==> src/rtl/key_debounce.sv <==
// key_debounce: synchronizes active-low push buttons and turns each into a
// debounced level plus one-cycle press, release and long-press pulses.
// Every key has its own debounce counter, hold counter and small FSM.
module key_debounce #(
    parameter int N_KEYS          = 4,
    parameter int DEBOUNCE_CYCLES = 1000000,
    parameter int LONG_CYCLES     = 50000000,
    parameter int CNT_W           = 32
) (
    input  logic              clk,
    input  logic              nrst,
    input  logic [N_KEYS-1:0] key_n,
    output logic [N_KEYS-1:0] key_state,
    output logic [N_KEYS-1:0] key_press,
    output logic [N_KEYS-1:0] key_rel,
    output logic [N_KEYS-1:0] key_long
);

    // Debounce accepts on the DEBOUNCE_CYCLES-th consecutive sample; a
    // single-cycle debounce therefore skips the pending states entirely.
    localparam logic [CNT_W-1:0] DB_LAST   = CNT_W'(DEBOUNCE_CYCLES - 1);
    localparam logic [CNT_W-1:0] LONG_MAX  = CNT_W'(LONG_CYCLES);
    localparam logic [CNT_W-1:0] LONG_LAST = CNT_W'(LONG_CYCLES - 1);
    localparam logic [CNT_W-1:0] CNT_ONE   = CNT_W'(1);
    localparam bit               DB_SINGLE = (DEBOUNCE_CYCLES == 1);

    typedef enum logic [1:0] {
        IDLE,
        PRESS_PEND,
        HELD,
        RELEASE_PEND
    } key_fsm_t;

    logic [N_KEYS-1:0] sync1_reg;
    logic [N_KEYS-1:0] sync2_reg;

    // Two-flop synchronizer; idles at 1 so a reset looks like "released".
    always_ff @(posedge clk or negedge nrst) begin
        if (!nrst) begin
            sync1_reg <= '1;
            sync2_reg <= '1;
        end else begin
            sync1_reg <= key_n;
            sync2_reg <= sync1_reg;
        end
    end

    genvar gi;
    generate
        for (gi = 0; gi < N_KEYS; gi++) begin : g_key
            key_fsm_t         fsm_reg, fsm_next;
            logic [CNT_W-1:0] db_cnt_reg, db_cnt_next;
            logic [CNT_W-1:0] hold_cnt_reg, hold_cnt_next;
            logic             state_reg, state_next;
            logic             press_reg, press_next;
            logic             rel_reg, rel_next;
            logic             long_reg, long_next;
            logic             s;
            logic [CNT_W-1:0] hold_inc;
            logic             long_hit;

            assign s        = ~sync2_reg[gi];
            // Hold counter saturates so the long pulse can only fire once.
            assign hold_inc = (hold_cnt_reg == LONG_MAX) ? hold_cnt_reg
                                                         : hold_cnt_reg + CNT_ONE;
            assign long_hit = (hold_cnt_reg == LONG_LAST);

            // Per-key state, counters and registered event outputs.
            always_ff @(posedge clk or negedge nrst) begin
                if (!nrst) begin
                    fsm_reg      <= IDLE;
                    db_cnt_reg   <= '0;
                    hold_cnt_reg <= '0;
                    state_reg    <= 1'b0;
                    press_reg    <= 1'b0;
                    rel_reg      <= 1'b0;
                    long_reg     <= 1'b0;
                end else begin
                    fsm_reg      <= fsm_next;
                    db_cnt_reg   <= db_cnt_next;
                    hold_cnt_reg <= hold_cnt_next;
                    state_reg    <= state_next;
                    press_reg    <= press_next;
                    rel_reg      <= rel_next;
                    long_reg     <= long_next;
                end
            end

            // Next-state logic: debounce in the pending states, hold timing
            // whenever the key is accepted as pressed.
            always_comb begin
                fsm_next      = fsm_reg;
                db_cnt_next   = db_cnt_reg;
                hold_cnt_next = hold_cnt_reg;
                state_next    = state_reg;
                press_next    = 1'b0;
                rel_next      = 1'b0;
                long_next     = 1'b0;
                case (fsm_reg)
                    IDLE: begin
                        if (s) begin
                            if (DB_SINGLE) begin
                                fsm_next      = HELD;
                                state_next    = 1'b1;
                                press_next    = 1'b1;
                                hold_cnt_next = '0;
                                db_cnt_next   = '0;
                            end else begin
                                fsm_next    = PRESS_PEND;
                                db_cnt_next = CNT_ONE;
                            end
                        end
                    end
                    PRESS_PEND: begin
                        if (!s) begin
                            fsm_next    = IDLE;
                            db_cnt_next = '0;
                        end else if (db_cnt_reg == DB_LAST) begin
                            fsm_next      = HELD;
                            state_next    = 1'b1;
                            press_next    = 1'b1;
                            hold_cnt_next = '0;
                            db_cnt_next   = '0;
                        end else begin
                            db_cnt_next = db_cnt_reg + CNT_ONE;
                        end
                    end
                    HELD: begin
                        hold_cnt_next = hold_inc;
                        long_next     = long_hit;
                        if (!s) begin
                            if (DB_SINGLE) begin
                                // Accepted release clears the hold, so no long event.
                                fsm_next      = IDLE;
                                state_next    = 1'b0;
                                rel_next      = 1'b1;
                                hold_cnt_next = '0;
                                long_next     = 1'b0;
                            end else begin
                                fsm_next    = RELEASE_PEND;
                                db_cnt_next = CNT_ONE;
                            end
                        end
                    end
                    RELEASE_PEND: begin
                        hold_cnt_next = hold_inc;
                        long_next     = long_hit;
                        if (s) begin
                            fsm_next    = HELD;
                            db_cnt_next = '0;
                        end else if (db_cnt_reg == DB_LAST) begin
                            fsm_next      = IDLE;
                            state_next    = 1'b0;
                            rel_next      = 1'b1;
                            hold_cnt_next = '0;
                            db_cnt_next   = '0;
                            long_next     = 1'b0;
                        end else begin
                            db_cnt_next = db_cnt_reg + CNT_ONE;
                        end
                    end
                    default: begin
                        fsm_next = IDLE;
                    end
                endcase
            end

            assign key_state[gi] = state_reg;
            assign key_press[gi] = press_reg;
            assign key_rel[gi]   = rel_reg;
            assign key_long[gi]  = long_reg;
        end
    endgenerate

endmodule

==> config.mk <==
export PLATFORM = sky130hd
export DESIGN_NAME = key_debounce
export DESIGN_NICKNAME = d
export VERILOG_FILES = /design/src/rtl/key_debounce.sv
export SDC_FILE = /design/constraint.sdc
export NUM_CORES = 1
export LEC_CHECK = 0
export BUFFER_PORTS_ARGS = -buffer_cell sky130_fd_sc_hd__buf_4
export CAP_MARGIN = 20
export CORE_UTILIZATION = 64
export DETAILED_ROUTE_END_ITERATION = 16
export GPL_TIMING_DRIVEN = 0
export PLACE_DENSITY = 0.81
export SLEW_MARGIN = 15
export SYNTH_ARGS = -nofsm -noshare
export SYNTH_HDL_FRONTEND = slang
export SYNTH_SLANG_ARGS = --single-unit
==> constraint.sdc <==
create_clock -name clk -period 2.75 [get_ports clk]
set_clock_uncertainty 0.1 [all_clocks]
set_input_delay 0.1375 -clock clk [delete_from_list [all_inputs] [get_ports clk]]
set_output_delay 0.1375 -clock clk [all_outputs]
set_load 0.005 [all_outputs]
# Word-level counts from Yosys, hierarchy flattened
# Index checks and enable logic that the tools add are counted.
# word_totals
ff_bits	288
latch_bits	0
ram_bits	0
rom_bits	0
inputBits	6
output_inout_bits	16
wordCells	250
mem_count	0
# classes
n_addsub	8
multipliers	0
div_mod_pow	0
magnitude_cmp	0
n_eq_ne	56
n_shift	0
mux	128
bitwise_logic	0
n_reduce_logical	28
# ops
operator	count
2-to-1 mux 32 bit	40
case mux 32 bit (4 select lines)	4
case mux 32 bit (3 select lines)	4
adder 32 x 1 -> 32 bit (second input constant)	8
== test 32 x 26 -> 1 bit (second input constant)	8
== test 32 x 20 -> 1 bit (second input constant)	4
2-to-1 mux 2 bit	24
inequality test 2 bit (second input constant)	24
2-to-1 mux 1 bit	44
case mux 2 bit (4 select lines)	4
inequality test 3 bit (second input constant)	8
AND reduction 5 bit	4
== test 2 bit (second input constant)	8
case mux 1 bit (2 select lines)	8
AND reduction 4 bit	4
AND reduction 3 bit	4
nonzero test 3 bit	4
== test 2 x 1 -> 1 bit (second input constant)	4
zero test 2 bit	4
AND reduction 2 bit	4
nonzero test 2 bit	4

# Longest topological paths before layout
# depth
word_depth	5
ltp_mapped	10
ltp_nobuf	8

# Worst setup path after synthesis
# Ideal clock, no wire load.
# synth_timing
path_kind	reg-to-reg
start	reg g_key[0].db_cnt_reg[0]
end	reg g_key[0].hold_cnt_reg[21]
setup_ps	77
t_arrival_ps	2254
required_time_ps	2573
setup_slack_ps	319
path_stages_with_launch	8
path_buffers	1
synth_period_minus_slack_ps	2431
path_cell_list	dfrtp_1 -> ha_1 -> and4_1 -> nand4_1 -> o41a_1 -> buf_6 -> or4_1 -> a21oi_1
# synth_via
elab_chain_cells	4
word_cells_on_any_way	6
classes_between	eq/ne: 2; mux: 3; reduce/logical: 1
# synth_rtl
item	line_no	text
start, declared	52	logic [CNT_W-1:0] db_cnt_reg, db_cnt_next;
start signal, assigned	80	db_cnt_reg <= db_cnt_next;
== test 32 x 20 -> 1 bit (*)	118, 151	
2-to-1 mux 32 bit	151	end else if (db_cnt_reg == DB_LAST) begin
2-to-1 mux 32 bit	148	if (s) begin
case mux 32 bit (3 select lines)	99	case (fsm_reg)
end signal, assigned	81	hold_cnt_reg <= hold_cnt_next;
end, declared	53	logic [CNT_W-1:0] hold_cnt_reg, hold_cnt_next;
# Every way passes the cells marked *; elsewhere a longest branch is shown, timed or not.
# A chain may end at the register's enable or synchronous reset.

# Worst setup path after layout
# layout_timing
start	reg g_key[0].db_cnt_reg[6]
end	reg g_key[0].hold_cnt_reg[22]
# The elaborated chain is that of the path after synthesis.

==> impl_metrics.ini <==
[layout]
n_fill_cell = 1780
seqCellArea_sq_um = 7220
drive_gt1_share_pct = 11.7
fin_area_sq_um = 18100
diodes = 0
final_cell_mix = 278 x dfrtp_1, 203 x o21ai_0, 182 x nor2_1
nets = 1924
final_common_cell = dfrtp_1
multi_input_area_sq_um = 8340
area_growth_pct = 13.8

[place]
place_worst_setup_slack_ns = -0.315
dpl.hpwl_microns = 25000
gp_congestion = 0.905
place_area_sq_um = 16600
io_buffers = 21

[setup_path]
crit_chain = or4_1 > buf_2 > o41a_1 > buf_6 > or4_1 > a21oi_1
critPathCaptureType = flop
crit_top_cell = or4_1
critPathTopFamily = simple AND/OR/NAND/NOR gates
start_kind = flop
worstPathMaxFanout = 10
cp_slowest_cell = or4_1
reg2reg_slack_ns = 0.06
crit_arrival_ns = 3.04
critPathRequiredTime_ns = 3.11
cp.buffers_inverters = 2
path_class = reg -> reg
cpPeakStageDelay_ns = 0.53

[sta]
fin_crit_sh_pct = 97.7
worst_pin_slew_ns = 1.06
drv_slew = 0
finalSetupTns_ns = 0
min_period_ns = 2.69
setup_viol = 0
worst_hold_slack_ns = -0.00322
max_freq_ghz = 0.372
setup_ws_ns = 0.0645
hold_violations = 3
slew_headroom_pct = 28.9

[grt]
grt_usage_pct = 29.7
grt_pass1_vias = 13500
antenna_found_initial = 0
grt_pass1_wl_microns = 64600
grt_max_degree = 92
overflow = 0

[power_and_ir_drop]
power_frac_seq_pct = 48.9
power_density_nw_per_um2 = 486
power.switching_mw = 1.98
p_comb_share_pct = 3.9
clockPowerShare_pct = 47.2
switching_share_pct = 22.5
p_leak_nw = 7.46
peakVddDrop_uv = 485
internal_power_mw = 6.83

[yosys]
ys_seq_elements = 288
yosysSeqAreaShare_pct = 45.2
syn_area_per_cell_sq_um = 8.74
ys_types = 76
syn_area_sq_um = 16000
netlist_instances = 1825
synth_top_cell_by_area = dfrtp_1
ys.flop_type = dfrtp_1
ys_warn_count = 0
synthesis.nets = 1843
synth_edf_count = 0
synth_top_area_share_pct = 43.9
synthArstFlopShare_pct = 100
synth_area_leaders = dfrtp_1 44%, o21ai_0 6.4%, nor2_1 4.3%

[route]
ant_nets = 0
drc = 0
via_count = 14600
post_drt_via_cell_ratio = 6.48
drtIter0Drc = 1444
dr.pass1.iters = 7
wl_microns = 38400
wire_per_inst_microns = 17.0

[die]
fp-row-count = 57
die_x_microns = 160
coreArea_sq_um = 24400
dieArea_sq_um = 25600
dieHeight_microns = 160
io-pin-count = 22
initial_core_util_pct = 65.4

[clock_network]
cts_made_buffers = 30
cts_root_buf = clkbuf_16
insertion_delay_ns = 0.55
cts_tree = done
cts.clk_slew.worst_paths_ns = 0.06
htree_levels = 1
cts.sink_count = 288
cts_buffer_depth = 3

[hold_path]
hold_path.class = in -> async

[outcome]
violations = negative hold slack
status = complete, but fails checks

[job]
maxCapViolCount = 0
==> final timing paths <==
| check | from | endpoint | cells past startpoint |
|---|---|---|---|
| worst max-delay path | g_key[0].db_cnt_reg[6] | g_key[0].hold_cnt_reg[22] | 6 |
| worst min-delay path | nrst | g_key[0].db_cnt_reg[9] | 2 |
| worst max register to register | g_key[0].db_cnt_reg[6] | g_key[0].hold_cnt_reg[22] | 6 |
| worst min register to register | sync1_reg[0] | sync2_reg[0] | 0 |
| max in group asynchronous | nrst | sync1_reg[3] | 4 |
| min in group clk | key_n[1] | sync1_reg[1] | 2 |
==> worst register-to-register path, stage by stage (launching register included) <==
cell     delay, ns
dfrtp_2       0.44
or4_1         0.53
buf_2         0.20
o41a_1        0.45
buf_6         0.15
or4_1         0.51
a21oi_1       0.21
==> power groups by stage <==
stage / registers (mW) / clock network (mW) / logic, mW
final: 4.31 / 4.16 / 0.347
after global routing: 4.31 / 4.39 / 0.390
after CTS: 4.31 / 4.21 / 0.338
after detailed placement: 4.38 / 0 / 0.326
after global placement: 4.38 / 0 / 0.303
after floorplan: 4.38 / 0 / 0.162
==> metal layers <==
metal  part of all wire (%)  vias to the layer above  GRT usage [%]  wire, microns
met5                      0                        -              0              0
met4                    2.0                        0           8.01            753
met3                    6.2                       76           2.91           2370
met2                     48                      591           49.6          18300
met1                     44                     7016           41.8          16900
li1                       -                     6933              -              -
==> synthesized netlist by cell type, drive strengths merged, types with 9 or more instances <==
cell    number
nand4       79
o21ai      204
buf         42
nand3      124
and2        14
a31oi       76
nor3        64
nor2       184
or3         15
and3        48
or4         17
xor2        33
clkbuf      72
inv         34
nor4        41
and4        26
o31ai       24
nand2b       9
a21oi       94
nand2      150
dfrtp      280
nor4b       21
nor3b       10
ha          12
xnor2       37
o41ai       10
==> kinds of logic (layout without fill, tap and decap cells) <==
kind of cell	after synthesis	after routing	share of synthesized area [%]
AOI/OAI and AO/OA	471	471	17.6
and+or+nand+nor	832	832	27.9
xor gates and xnor gates	70	70	3.84
DFF	288	288	45.2
adders and majority gates	12	12	0.941
buffers and inverters	148	253	4.23
muxes	4	4	0.251
==> cell type report <==
cell class	instances	share of cell area [%]
clock inverters	11	0.621
plain buffers	113	3.16
well taps	324	2.23
inverters	34	0.703
multi-input cells	1389	46.0
clock buffers	45	5.01
flip-flops and latches	288	39.8
repair buffers	50	2.51
==> repair_timing <==
| action | in CTS | in global routing |
|---|---|---|
| setup buffers | 12 | 9 |
| resized for setup | 20 | 61 |
| hold buffers | 5 | 0 |
| setup endpoints to repair | 173 | 176 |
| gates cloned | 0 | 0 |
| hold endpoints to repair | 208 | 0 |
| pin swaps | 8 | 9 |
==> through the flow <==
stage	power (mW)	utilization, %	instances
2_1_floorplan	4.54	-	1825
5_1_grt	9.09	74.4	2254
4_1_cts	8.85	73.2	2245
6_report	8.82	74.4	2254
3_5_place_dp	4.71	68.1	2173
3_3_place_gp	4.68	67.7	2170
Power figures use the tool's default switching activity.
